===== src/rtl/noc_output_vc_switch_pkg.sv =====
// Shared parameters, flit type and grant-decode helpers for the output VC switch.
// Grants are one-hot over the five router input ports.
package noc_output_vc_switch_pkg;

  localparam int Noc_VC_Channel = 2;
  localparam int Noc_Flit_Width = 32;
  localparam int Noc_VC_Depth   = 4;
  localparam int NOC_PORTS      = 5;

  typedef struct packed {
    logic                      tail;
    logic [Noc_Flit_Width-1:0] data;
  } noc_flit_t;

  function automatic logic grant_onehot(input logic [NOC_PORTS-1:0] g);
    return $onehot(g);
  endfunction

  function automatic logic [2:0] grant_port(input logic [NOC_PORTS-1:0] g);
    grant_port = 3'd0;
    for (int p = 0; p < NOC_PORTS; p++) begin
      if (g[p]) grant_port = 3'(p);
    end
  endfunction

endpackage


===== src/rtl/noc_output_vc_switch_if.sv =====
// Grant, input-side flit/pop, output link and credit signals of the output VC switch.
// master = environment/port controller side, slave = the switch.
interface noc_output_vc_switch_if #(
  parameter int CHANNELS   = 2,
  parameter int FLIT_WIDTH = 32
);
  localparam int VCW = (CHANNELS > 1) ? $clog2(CHANNELS) : 1;

  logic [CHANNELS-1:0][4:0]                 grant_i;
  logic [CHANNELS-1:0]                      free_o;
  logic [4:0][CHANNELS-1:0]                 in_valid;
  logic [4:0][CHANNELS-1:0][FLIT_WIDTH-1:0] in_flit;
  logic [4:0][CHANNELS-1:0]                 in_tail;
  logic [4:0][CHANNELS-1:0]                 in_ready;
  logic                                     out_valid;
  logic [VCW-1:0]                           out_vc;
  logic [FLIT_WIDTH-1:0]                    out_flit;
  logic                                     out_tail;
  logic [CHANNELS-1:0]                      credit_i;
  logic                                     error_o;

  modport master (
    output grant_i, in_valid, in_flit, in_tail, credit_i,
    input  free_o, in_ready, out_valid, out_vc, out_flit, out_tail, error_o
  );

  modport slave (
    input  grant_i, in_valid, in_flit, in_tail, credit_i,
    output free_o, in_ready, out_valid, out_vc, out_flit, out_tail, error_o
  );

endinterface


===== src/rtl/noc_output_vc_switch_credit.sv =====
// Per-VC downstream credit counter: starts full, one credit per flit sent.
// Returns while full saturate and raise a one-cycle overflow flag.
module noc_vc_credit_counter #(
  parameter int CREDITS = 4
) (
  input  logic clk_i,
  input  logic rst_i,
  input  logic consume_i,
  input  logic credit_i,
  output logic avail_o,
  output logic ovf_o
);
  localparam int CW = $clog2(CREDITS + 1);

  logic [CW-1:0] cnt_q, cnt_d;

  always_comb begin
    cnt_d = cnt_q;
    ovf_o = 1'b0;
    case ({consume_i, credit_i})
      2'b10:   cnt_d = cnt_q - CW'(1);
      2'b01: begin
        if (cnt_q == CW'(CREDITS)) ovf_o = 1'b1;
        else                       cnt_d = cnt_q + CW'(1);
      end
      default: cnt_d = cnt_q;
    endcase
  end

  always_ff @(posedge clk_i) begin
    if (rst_i) cnt_q <= CW'(CREDITS);
    else       cnt_q <= cnt_d;
  end

  assign avail_o = (cnt_q != '0);

endmodule


===== src/rtl/noc_output_vc_switch.sv =====
// Output VC switch: per-flit round-robin over granted VCs onto one link, 1-cycle registered output.
// No output backpressure; VCs stall only on zero credits or the post-tail grant-pop lock.
module noc_output_vc_switch
  import noc_output_vc_switch_pkg::*;
#(
  parameter int CHANNELS   = Noc_VC_Channel,
  parameter int FLIT_WIDTH = Noc_Flit_Width,
  parameter int CREDITS    = Noc_VC_Depth
) (
  input  logic                   noc_clk,
  input  logic                   noc_rst,
  noc_output_vc_switch_if.slave  bus
);
  localparam int VCW = (CHANNELS > 1) ? $clog2(CHANNELS) : 1;

  logic [CHANNELS-1:0]       granted, multi, has_valid, avail, eligible, send, ovf;
  logic [CHANNELS-1:0][2:0]  src_port;
  logic [CHANNELS-1:0]       lock_q;
  logic [VCW-1:0]            ptr_q, ptr_d, win_vc;
  logic                      win_any, win_tail;
  logic [FLIT_WIDTH-1:0]     win_flit;
  logic [4:0][CHANNELS-1:0]  ready;

  logic                      out_valid_q, out_tail_q, error_q;
  logic [VCW-1:0]            out_vc_q;
  logic [FLIT_WIDTH-1:0]     out_flit_q;

  always_comb begin
    for (int c = 0; c < CHANNELS; c++) begin
      granted[c]   = grant_onehot(bus.grant_i[c]);
      multi[c]     = (|bus.grant_i[c]) && !granted[c];
      src_port[c]  = grant_port(bus.grant_i[c]);
      has_valid[c] = bus.in_valid[src_port[c]][c];
    end
    eligible = granted & has_valid & avail & ~lock_q;
  end

  // First eligible VC at or after the pointer, wrapping.
  always_comb begin
    int idx;
    idx     = 0;
    win_any = 1'b0;
    win_vc  = '0;
    for (int i = 0; i < CHANNELS; i++) begin
      idx = int'(ptr_q) + i;
      if (idx >= CHANNELS) idx = idx - CHANNELS;
      if (!win_any && eligible[idx]) begin
        win_any = 1'b1;
        win_vc  = VCW'(idx);
      end
    end
  end

  always_comb begin
    ptr_d = ptr_q;
    if (win_any) ptr_d = (win_vc == VCW'(CHANNELS - 1)) ? '0 : win_vc + VCW'(1);
  end

  assign win_flit = bus.in_flit[src_port[win_vc]][win_vc];
  assign win_tail = bus.in_tail[src_port[win_vc]][win_vc];

  always_comb begin
    for (int c = 0; c < CHANNELS; c++) begin
      send[c] = win_any && (win_vc == VCW'(c));
    end
    for (int p = 0; p < 5; p++) begin
      for (int c = 0; c < CHANNELS; c++) begin
        ready[p][c] = send[c] && (src_port[c] == 3'(p));
      end
    end
  end

  for (genvar c = 0; c < CHANNELS; c++) begin : g_credit
    noc_vc_credit_counter #(.CREDITS(CREDITS)) u_credit (
      .clk_i     (noc_clk),
      .rst_i     (noc_rst),
      .consume_i (send[c]),
      .credit_i  (bus.credit_i[c]),
      .avail_o   (avail[c]),
      .ovf_o     (ovf[c])
    );
  end

  // The lock spans exactly the cycle the grant FIFO pops, so it doubles as the free pulse.
  always_ff @(posedge noc_clk) begin
    if (noc_rst) begin
      ptr_q       <= '0;
      out_valid_q <= 1'b0;
      out_vc_q    <= '0;
      out_flit_q  <= '0;
      out_tail_q  <= 1'b0;
      lock_q      <= '0;
      error_q     <= 1'b0;
    end else begin
      ptr_q       <= ptr_d;
      out_valid_q <= win_any;
      out_tail_q  <= win_any && win_tail;
      if (win_any) begin
        out_vc_q   <= win_vc;
        out_flit_q <= win_flit;
      end
      lock_q      <= send & {CHANNELS{win_tail}};
      error_q     <= error_q | (|multi) | (|ovf);
    end
  end

  assign bus.in_ready  = ready;
  assign bus.free_o    = lock_q;
  assign bus.out_valid = out_valid_q;
  assign bus.out_vc    = out_vc_q;
  assign bus.out_flit  = out_flit_q;
  assign bus.out_tail  = out_tail_q;
  assign bus.error_o   = error_q;

endmodule

===== src/flat_wrapper.sv =====
// flat-port wrapper written by rule: the top's interface ports become plain ports
module noc_output_vc_switch_flat import noc_output_vc_switch_pkg::*;
#(
  parameter int CHANNELS   = Noc_VC_Channel,
  parameter int FLIT_WIDTH = Noc_Flit_Width,
  parameter int CREDITS    = Noc_VC_Depth
)
  (noc_clk, noc_rst, bus_grant_i, bus_in_valid, bus_in_flit, bus_in_tail, bus_credit_i, bus_free_o, bus_in_ready, bus_out_valid, bus_out_vc, bus_out_flit, bus_out_tail, bus_error_o);
  noc_output_vc_switch_if #(.CHANNELS(CHANNELS), .FLIT_WIDTH(FLIT_WIDTH)) bus_i ();
  input  logic noc_clk;
  input  logic noc_rst;
  input wire logic [$bits(bus_i.grant_i)-1:0] bus_grant_i;
  input wire logic [$bits(bus_i.in_valid)-1:0] bus_in_valid;
  input wire logic [$bits(bus_i.in_flit)-1:0] bus_in_flit;
  input wire logic [$bits(bus_i.in_tail)-1:0] bus_in_tail;
  input wire logic [$bits(bus_i.credit_i)-1:0] bus_credit_i;
  output wire logic [$bits(bus_i.free_o)-1:0] bus_free_o;
  output wire logic [$bits(bus_i.in_ready)-1:0] bus_in_ready;
  output wire logic [$bits(bus_i.out_valid)-1:0] bus_out_valid;
  output wire logic [$bits(bus_i.out_vc)-1:0] bus_out_vc;
  output wire logic [$bits(bus_i.out_flit)-1:0] bus_out_flit;
  output wire logic [$bits(bus_i.out_tail)-1:0] bus_out_tail;
  output wire logic [$bits(bus_i.error_o)-1:0] bus_error_o;
  assign bus_i.grant_i = bus_grant_i;
  assign bus_i.in_valid = bus_in_valid;
  assign bus_i.in_flit = bus_in_flit;
  assign bus_i.in_tail = bus_in_tail;
  assign bus_i.credit_i = bus_credit_i;
  assign bus_free_o = bus_i.free_o;
  assign bus_in_ready = bus_i.in_ready;
  assign bus_out_valid = bus_i.out_valid;
  assign bus_out_vc = bus_i.out_vc;
  assign bus_out_flit = bus_i.out_flit;
  assign bus_out_tail = bus_i.out_tail;
  assign bus_error_o = bus_i.error_o;
  noc_output_vc_switch #(.CHANNELS(CHANNELS), .FLIT_WIDTH(FLIT_WIDTH), .CREDITS(CREDITS)) u_core (.noc_clk(noc_clk), .noc_rst(noc_rst), .bus(bus_i));
endmodule

===== config.mk =====
export PLATFORM = sky130hd
export DESIGN_NAME = noc_output_vc_switch_flat
export DESIGN_NICKNAME = d
export VERILOG_FILES = /design/src/rtl/noc_output_vc_switch_pkg.sv /design/src/rtl/noc_output_vc_switch_if.sv /design/src/rtl/noc_output_vc_switch_credit.sv /design/src/rtl/noc_output_vc_switch.sv /design/src/flat_wrapper.sv
export SDC_FILE = /design/constraint.sdc
export NUM_CORES = 1
export LEC_CHECK = 0
export CORE_AREA = 10 10 146 148
export CTS_CLUSTER_SIZE = 24
export DETAILED_ROUTE_END_ITERATION = 8
export DIE_AREA = 0 0 156 158
export PLACE_DENSITY = 0.71
export RECOVER_POWER = 100
export SYNTH_ARGS = -nofsm -noshare
export SYNTH_HDL_FRONTEND = slang
export SYNTH_SLANG_ARGS = --single-unit

===== constraint.sdc =====
create_clock -name noc_clk -period 5.54 [get_ports noc_clk]
set_input_delay 1.108 -clock noc_clk [delete_from_list [all_inputs] [get_ports noc_clk]]
set_output_delay 1.108 -clock noc_clk [all_outputs]
set_load 0.005 [all_outputs]

==> impl_metrics.ini, run 1 <==
[pwr]
peakVddDrop_v = 0.000156
leakagePower_nw = 3.76
power_density_nw_per_um2 = 200
total_power_mw = 1.99

[synthesis]
ys.flop_type = dfxtp_1
muxShareOfSynthArea = 0.146
synthTopCellsByArea = dfxtp_1 17%, a21oi_1 9.8%, mux2i_1 6.8%
syn-cell-area_um2 = 5310
synth-compound-area-share = 0.405
syn_nets = 1080
synth_xor_area_frac = 0.00165
seq_area_frac_synth = 0.170
synth_top_area_frac = 0.170
ys_warn_count = 0
synthSimpleGateAreaFrac = 0.154
syn_inst = 710
async_flop_share = 0
synth_top_family_by_area = compound AO/OA/AOI/OAI gates
ys_types = 55
synth_top_cell_by_area = dfxtp_1
synth_fa_ha_area_frac = 0.0462
synth-seq-cells = 45
synth.avg_cell_area_um2 = 7.47
synth-edff-count = 0

[route]
drt_iter0_drc = 690
dr.pass1.iters = 5
antenna_left = 0
route.detailed.drc = 0
via_per_inst = 5.59
totalWireLength_um = 32600
vias = 7456
wl_per_cell_um = 24.4

[global_routing]
grt_max_degree = 45
grt_pass1_wl_um = 46600
grt.total_usage = 0.244
grt_overflow = 0
antenna_found_initial = 0
grt_pass1_vias = 7454

[critical_path]
cp_max_fo = 4
reg2reg_slack_ps = 2050
reg2reg_to = u_core.g_credit[1].u_credit.cnt_q[2]
cp.arrival_ps = 4210
regToRegStartpoint = u_core.g_credit[1].u_credit.cnt_q[2]
reg2regPathDepth = 11
startpoint_type = input port
worstPathRequired_ps = 4430
critPathMaxStageDelay_ps = 530
setup.worst_path.class = in -> out
critPathSlowestCell = fa_1
critPathCaptureType = output port
cp_cell_sequence = dlygate4sd2_1 > inv_2 > ha_4 > fa_1 > inv_1 > fa_1 > nand3_1 > or4_4 > a31oi_1 > a31oi_4 > or2_4 > clkbuf_2 > nor3_1 > dlygate4sd2_1

[flow_run]
maxCapViolCount = 0

[min_path]
holdPathEnd = u_core.bus.out_vc
min_from = u_core.bus.out_vc
min_path_type = reg -> reg
hold_path_depth = 2

[cells_and_area]
final_core_util = 0.538
layout.nets = 1471
mostFrequentLayoutCell = clkdlybuf4s50_1
fin_cells = 1335
diodes = 0
area_growth_pct = 87.1
final_layout_size_suffix_gt1_frac = 0.0754
final_cell_mix = 349 x clkdlybuf4s50_1, 104 x a21oi_1, 79 x nor2_1
fillers = 1808

[clock_network]
numCtsBuffers = 5
htreeDepth = 2
cts_buffer_depth = 2
cts.sinks = 45
cts_hold_buf = 0
cts_tree = built
path_clk_slew_ps = 70
cts_root_buffer = clkbuf_16
clk_latency_ps = 290

[floorplanning]
num_rows = 50
core_um2 = 18500
die_h_um = 158
boundaryPins = 402
die_w_um = 156
dieArea_um2 = 24600
start_util = 0.287

[placed_design]
dp_cells = 1327
place_hpwl_um = 25800
io_buffer_count = 401
place_ws_ps = -273
place_congestion = 0.908

[timing]
relSlewSlack = 0.238
drv_slew = 0
fin_crit_ps = 5320
setup_slack_ps = 222
hold_viol = 0
rsz0062_at_grt = no
fmax_mhz = 188
setup-tns-final_ps = 0
setup_viol = 0
worstMarginPinSlew_ps = 1140
clock_skew_ps = 6.95
period_share = 0.960

[status]
status = finished, final reports clean
registers in the layout (all words and copies together), names as in the netlist:
| signal | count |
|---|---|
| u_core.bus.error_o | 1 |
| u_core.bus.free_o | 2 |
| u_core.bus.out_flit | 32 |
| u_core.bus.out_tail | 1 |
| u_core.bus.out_valid | 1 |
| u_core.bus.out_vc | 1 |
| u_core.g_credit.u_credit.cnt_q | 6 |
| u_core.ptr_q | 1 |
where the power goes:
group / total (mW) / switching (mW) / internal, mW / leakage, nW
Combinational: 1.25 / 0.622 / 0.623 / 3.32
Clock: 0.308 / 0.130 / 0.178 / 0.0700
Sequential: 0.433 / 0.0401 / 0.393 / 0.369
Total: 1.99 / 0.793 / 1.19 / 3.76
area by class of cell:
type | instances | area (um^2) | area share
Multi-Input combinational cell | 571 | 4100 | 0.413
Timing Repair Buffer | 456 | 4410 | 0.444
Sequential cell | 45 | 901 | 0.0908
Inverter | 22 | 82.6 | 0.00832
Tap cell | 234 | 293 | 0.0295
Clock buffer | 7 | 143 | 0.0144
repair_timing:
action	CTS	global route
setup endpoints to repair	10	0
resized for setup	24	0
buffers inserted	1	0
routing by layer:
metal  vias to the layer above  wire length, um  GRT usage
met5                         -                0          0
met4                         0              740     0.0638
li1                       3523                -          -
met2                       373            16200      0.429
met3                        41             2720     0.0668
met1                      3519            12900      0.287
per-stage QoR:
step | area [um^2] | hold slack (ps)
6_report | 9930 | 488
5_1_grt | 9930 | 524
4_1_cts | 9970 | 492
3_5_place_dp | 9790 | 482
3_3_place_gp | 9790 | 470
2_1_floorplan | 5310 | 451
worst max path at each step:
stage / startpoint / end / slack (ps) / cells after the start
after floorplan: bus_grant_i[5] / bus_in_ready[0] / 550 / 13
after global placement: bus_grant_i[5] / bus_in_ready[5] / -210 / 13
after detailed placement: bus_grant_i[5] / bus_in_ready[2] / -270 / 13
after CTS: bus_grant_i[8] / bus_in_ready[4] / 230 / 16
after global routing: bus_grant_i[5] / bus_in_ready[0] / 40 / 14
final: bus_grant_i[8] / bus_in_ready[6] / 220 / 14
cell families after synthesis:
logic type / after synthesis
DFF: 45
adders and majority gates: 16
muxes: 73
and+or+nand+nor: 176
buffers and inverters: 94
AOI/OAI and AO/OA: 305
xor gates and xnor gates: 1
critical path: cells and delay by family:
family / cells / cell delay (ps)
buffers and inverters: 5 / 750
and+or+nand+nor: 4 / 1020
AOI/OAI and AO/OA: 2 / 380
adders and majority gates: 3 / 940
cell usage after synthesis (5+ instances only):
cell type and count:
a21oi_1 104, nor2_1 80, clkbuf_1 45, dfxtp_1 45, a211oi_1 41, nand3_1 39
mux2i_1 36, a311oi_1 33, o211ai_1 33, o22a_1 33, mux2_1 32, o31ai_1 32
inv_1 20, buf_2 18, nor3_1 15, nand2_1 13, ha_1 10, fa_1 6
a31oi_1 5, and2_1 5, mux2_2 5, o21ai_0 5
Power figures use the tool's default switching activity.
==> inputs of run 2 (changes only) <==
--- a/config.mk
+++ b/config.mk
@@ -8,2 +8,3 @@
 export CORE_AREA = 10 10 146 148
+export CTS_BUF_LIST = sky130_fd_sc_hd__clkbuf_8
 export CTS_CLUSTER_SIZE = 24
==> constraint.sdc (replaced) <==
create_clock -name noc_clk -period 5.54 [get_ports noc_clk]
set_input_delay 1.662 -clock noc_clk [delete_from_list [all_inputs] [get_ports noc_clk]]
set_output_delay 1.662 -clock noc_clk [all_outputs]
set_load 0.005 [all_outputs]
==> run 2 against run 1 <==
  * The flow now finishes with violations (setup timing)
  * Via count shrank 0.19%
  * Critical path type unchanged
  * First-iteration DRC count down 26%
  * Total power up 3.6%
  * Final cell count up 2.8%
  * Combinational power increased by 9%
  * Highest routed layer unchanged
  * Clock power is 12% lower
==> impl_metrics.ini, run 2 (synthesized netlist as in run 1, its figures left out) <==
[status]
status = finished, violations left
violations = setup timing

[global_routing]
grt.total_usage = 0.239
antenna_found_initial = 0
grt_max_degree = 69
grt_overflow = 0
grt_pass1_wl_um = 45800
grt_pass1_vias = 7811

[cells_and_area]
stdcell_area_um2 = 10400
diodes = 0
largest_reg_flops = 32
final_core_util = 0.566
final_cell_mix = 343 x clkdlybuf4s50_1, 104 x a21oi_1, 76 x nor2_1
mostFrequentLayoutCell = clkdlybuf4s50_1
fin_cells = 1372
area_growth_pct = 96.8
layout.nets = 1507
fillers = 1727
final_layout_size_suffix_gt1_frac = 0.141

[timing]
worst_hold_slack_ps = 496
drv_slew = 0
relSlewSlack = 0.383
setup-tns-final_ps = -3320
setup_slack_ps = -438
fmax_mhz = 167
fin_crit_ps = 5980
setup_viol = 10
rsz0062_at_grt = yes
clock_skew_ps = 10.1
hold_viol = 0
period_share = 1.08
worstMarginPinSlew_ps = 926

[critical_path]
path_delay_family = adder cells
cp.arrival_ps = 4320
cp_num_cells = 15
cp_max_fo = 4
regToRegStartpoint = u_core.g_credit[1].u_credit.cnt_q[0]
critPathLaunch = bus_grant_i[8]
reg2regPathDepth = 15
worstPathRequired_ps = 3880
critPathMaxStageDelay_ps = 530
setup.worst_path.class = in -> out
reg2reg_to = u_core.g_credit[0].u_credit.cnt_q[2]
reg2reg_slack_ps = 2200
cp_cell_sequence = buf_8 > inv_6 > ha_4 > fa_2 > inv_2 > fa_1 > nand3_2 > or4_4 > a31o_4 > buf_6 > a21oi_4 > or2_4 > buf_6 > nor3_4 > buf_2
startpoint_type = input port
crit_end = bus_in_ready[6]
critPathSlowestCell = or4_4
worst-path-buf-inv = 6
critPathMostFrequentCell = buf_6
critPathCaptureType = output port

[pwr]
total_power_mw = 2.06
p_int_mw = 1.23
seqPwrFrac = 0.210
power.switching_uw = 830
leakagePower_nw = 4.01
power_density_nw_per_um2 = 197
pwr-share-comb = 0.659
peakVddDrop_v = 0.000132
switching_share = 0.403
clkPwrFrac = 0.131

[floorplanning]
die_h_um = 158
dieArea_um2 = 24600
start_util = 0.287
num_rows = 50
boundaryPins = 402
die_w_um = 156
core_um2 = 18500

[placed_design]
postPlaceCellArea_um2 = 10100
place_ws_ps = -1360
io_buffer_count = 401
place_congestion = 0.910
place_hpwl_um = 25500
dp_cells = 1347

[route]
wl_per_cell_um = 23.5
totalWireLength_um = 32300
via_per_inst = 5.42
dr.pass1.iters = 5
route.detailed.drc = 0
vias = 7442
drt_iter0_drc = 508
antenna_left = 0

[clock_network]
htreeDepth = 2
cts.sinks = 45
cts_buffer_depth = 2
cts_root_buffer = clkbuf_8
cts_hold_buf = 0
path_clk_slew_ps = 90
clk_latency_ps = 330
numCtsBuffers = 5
cts_tree = built

[min_path]
min_path_type = reg -> reg

[flow_run]
maxCapViolCount = 0
[run 2: cell count changes in the layout (fill, tap and decap cells not counted), sizes merged]
cell and change:
buf +55, bufinv +1, clkbuf -7, clkdlybuf4s15 +1, clkdlybuf4s50 -6, clkinv +1
dlygate4sd2 -9, inv +1
[run 2: cell type report]
class | instances | area, um^2 | share of cell area
Timing Repair Buffer | 492 | 4800 | 0.459
Clock inverter | 3 | 42.5 | 0.00407
Inverter | 22 | 103 | 0.00983
Multi-Input combinational cell | 571 | 4240 | 0.406
Clock buffer | 5 | 68.8 | 0.00659
Tap cell | 234 | 293 | 0.0280
Sequential cell | 45 | 901 | 0.0863
[run 2: metal layers]
layer,vias to the layer above,track usage,part of all wire
met1,3477,0.275,0.39
met3,36,0.0649,0.078
met4,0,0.0558,0.018
met5,-,0,0
li1,3595,-,-
met2,334,0.431,0.51
[run 2: power by group through the flow]
stage               combinational (mW)  sequential [mW]  clock, mW
global placement                  1.30            0.437          0
finish                            1.36            0.431      0.270
CTS                               1.35            0.434      0.279
floorplan                        0.636            0.443          0
global route                      1.46            0.440      0.291
detailed placement                1.31            0.442          0
[run 2: worst min path at each step]
stage,start,endpoint,slack (ps),cells past startpoint
after floorplan,u_core.ptr_q,u_core.ptr_q,450,2
after global placement,u_core.bus.out_vc,u_core.bus.out_vc,470,2
after detailed placement,u_core.bus.out_vc,u_core.bus.out_vc,480,2
after CTS,u_core.bus.out_flit[25],u_core.bus.out_flit[25],500,2
after global routing,u_core.bus.out_flit[25],u_core.bus.out_flit[25],520,2
final,u_core.bus.out_flit[16],u_core.bus.out_flit[16],500,2
[run 2: worst register-to-register path: cells and delay by family (launching register included)]
kind	cells	cell delay, ps
AO/OA/AOI/OAI	3	560
XOR/XNOR	1	170
adder cells (fa/ha/maj)	1	490
buffers and inverters	4	620
flip-flops	1	430
multiplexers	1	190
AND/OR/NAND/NOR	5	810
[run 2: what timing repair did]
action / 4_1_cts / 5_1_grt
gates resized for setup: 88 / 16
setup buffers: 11 / 7
gates cloned: 0 / 1
endpoints found under the setup margin: 46 / 12
pin swaps: 12 / 6
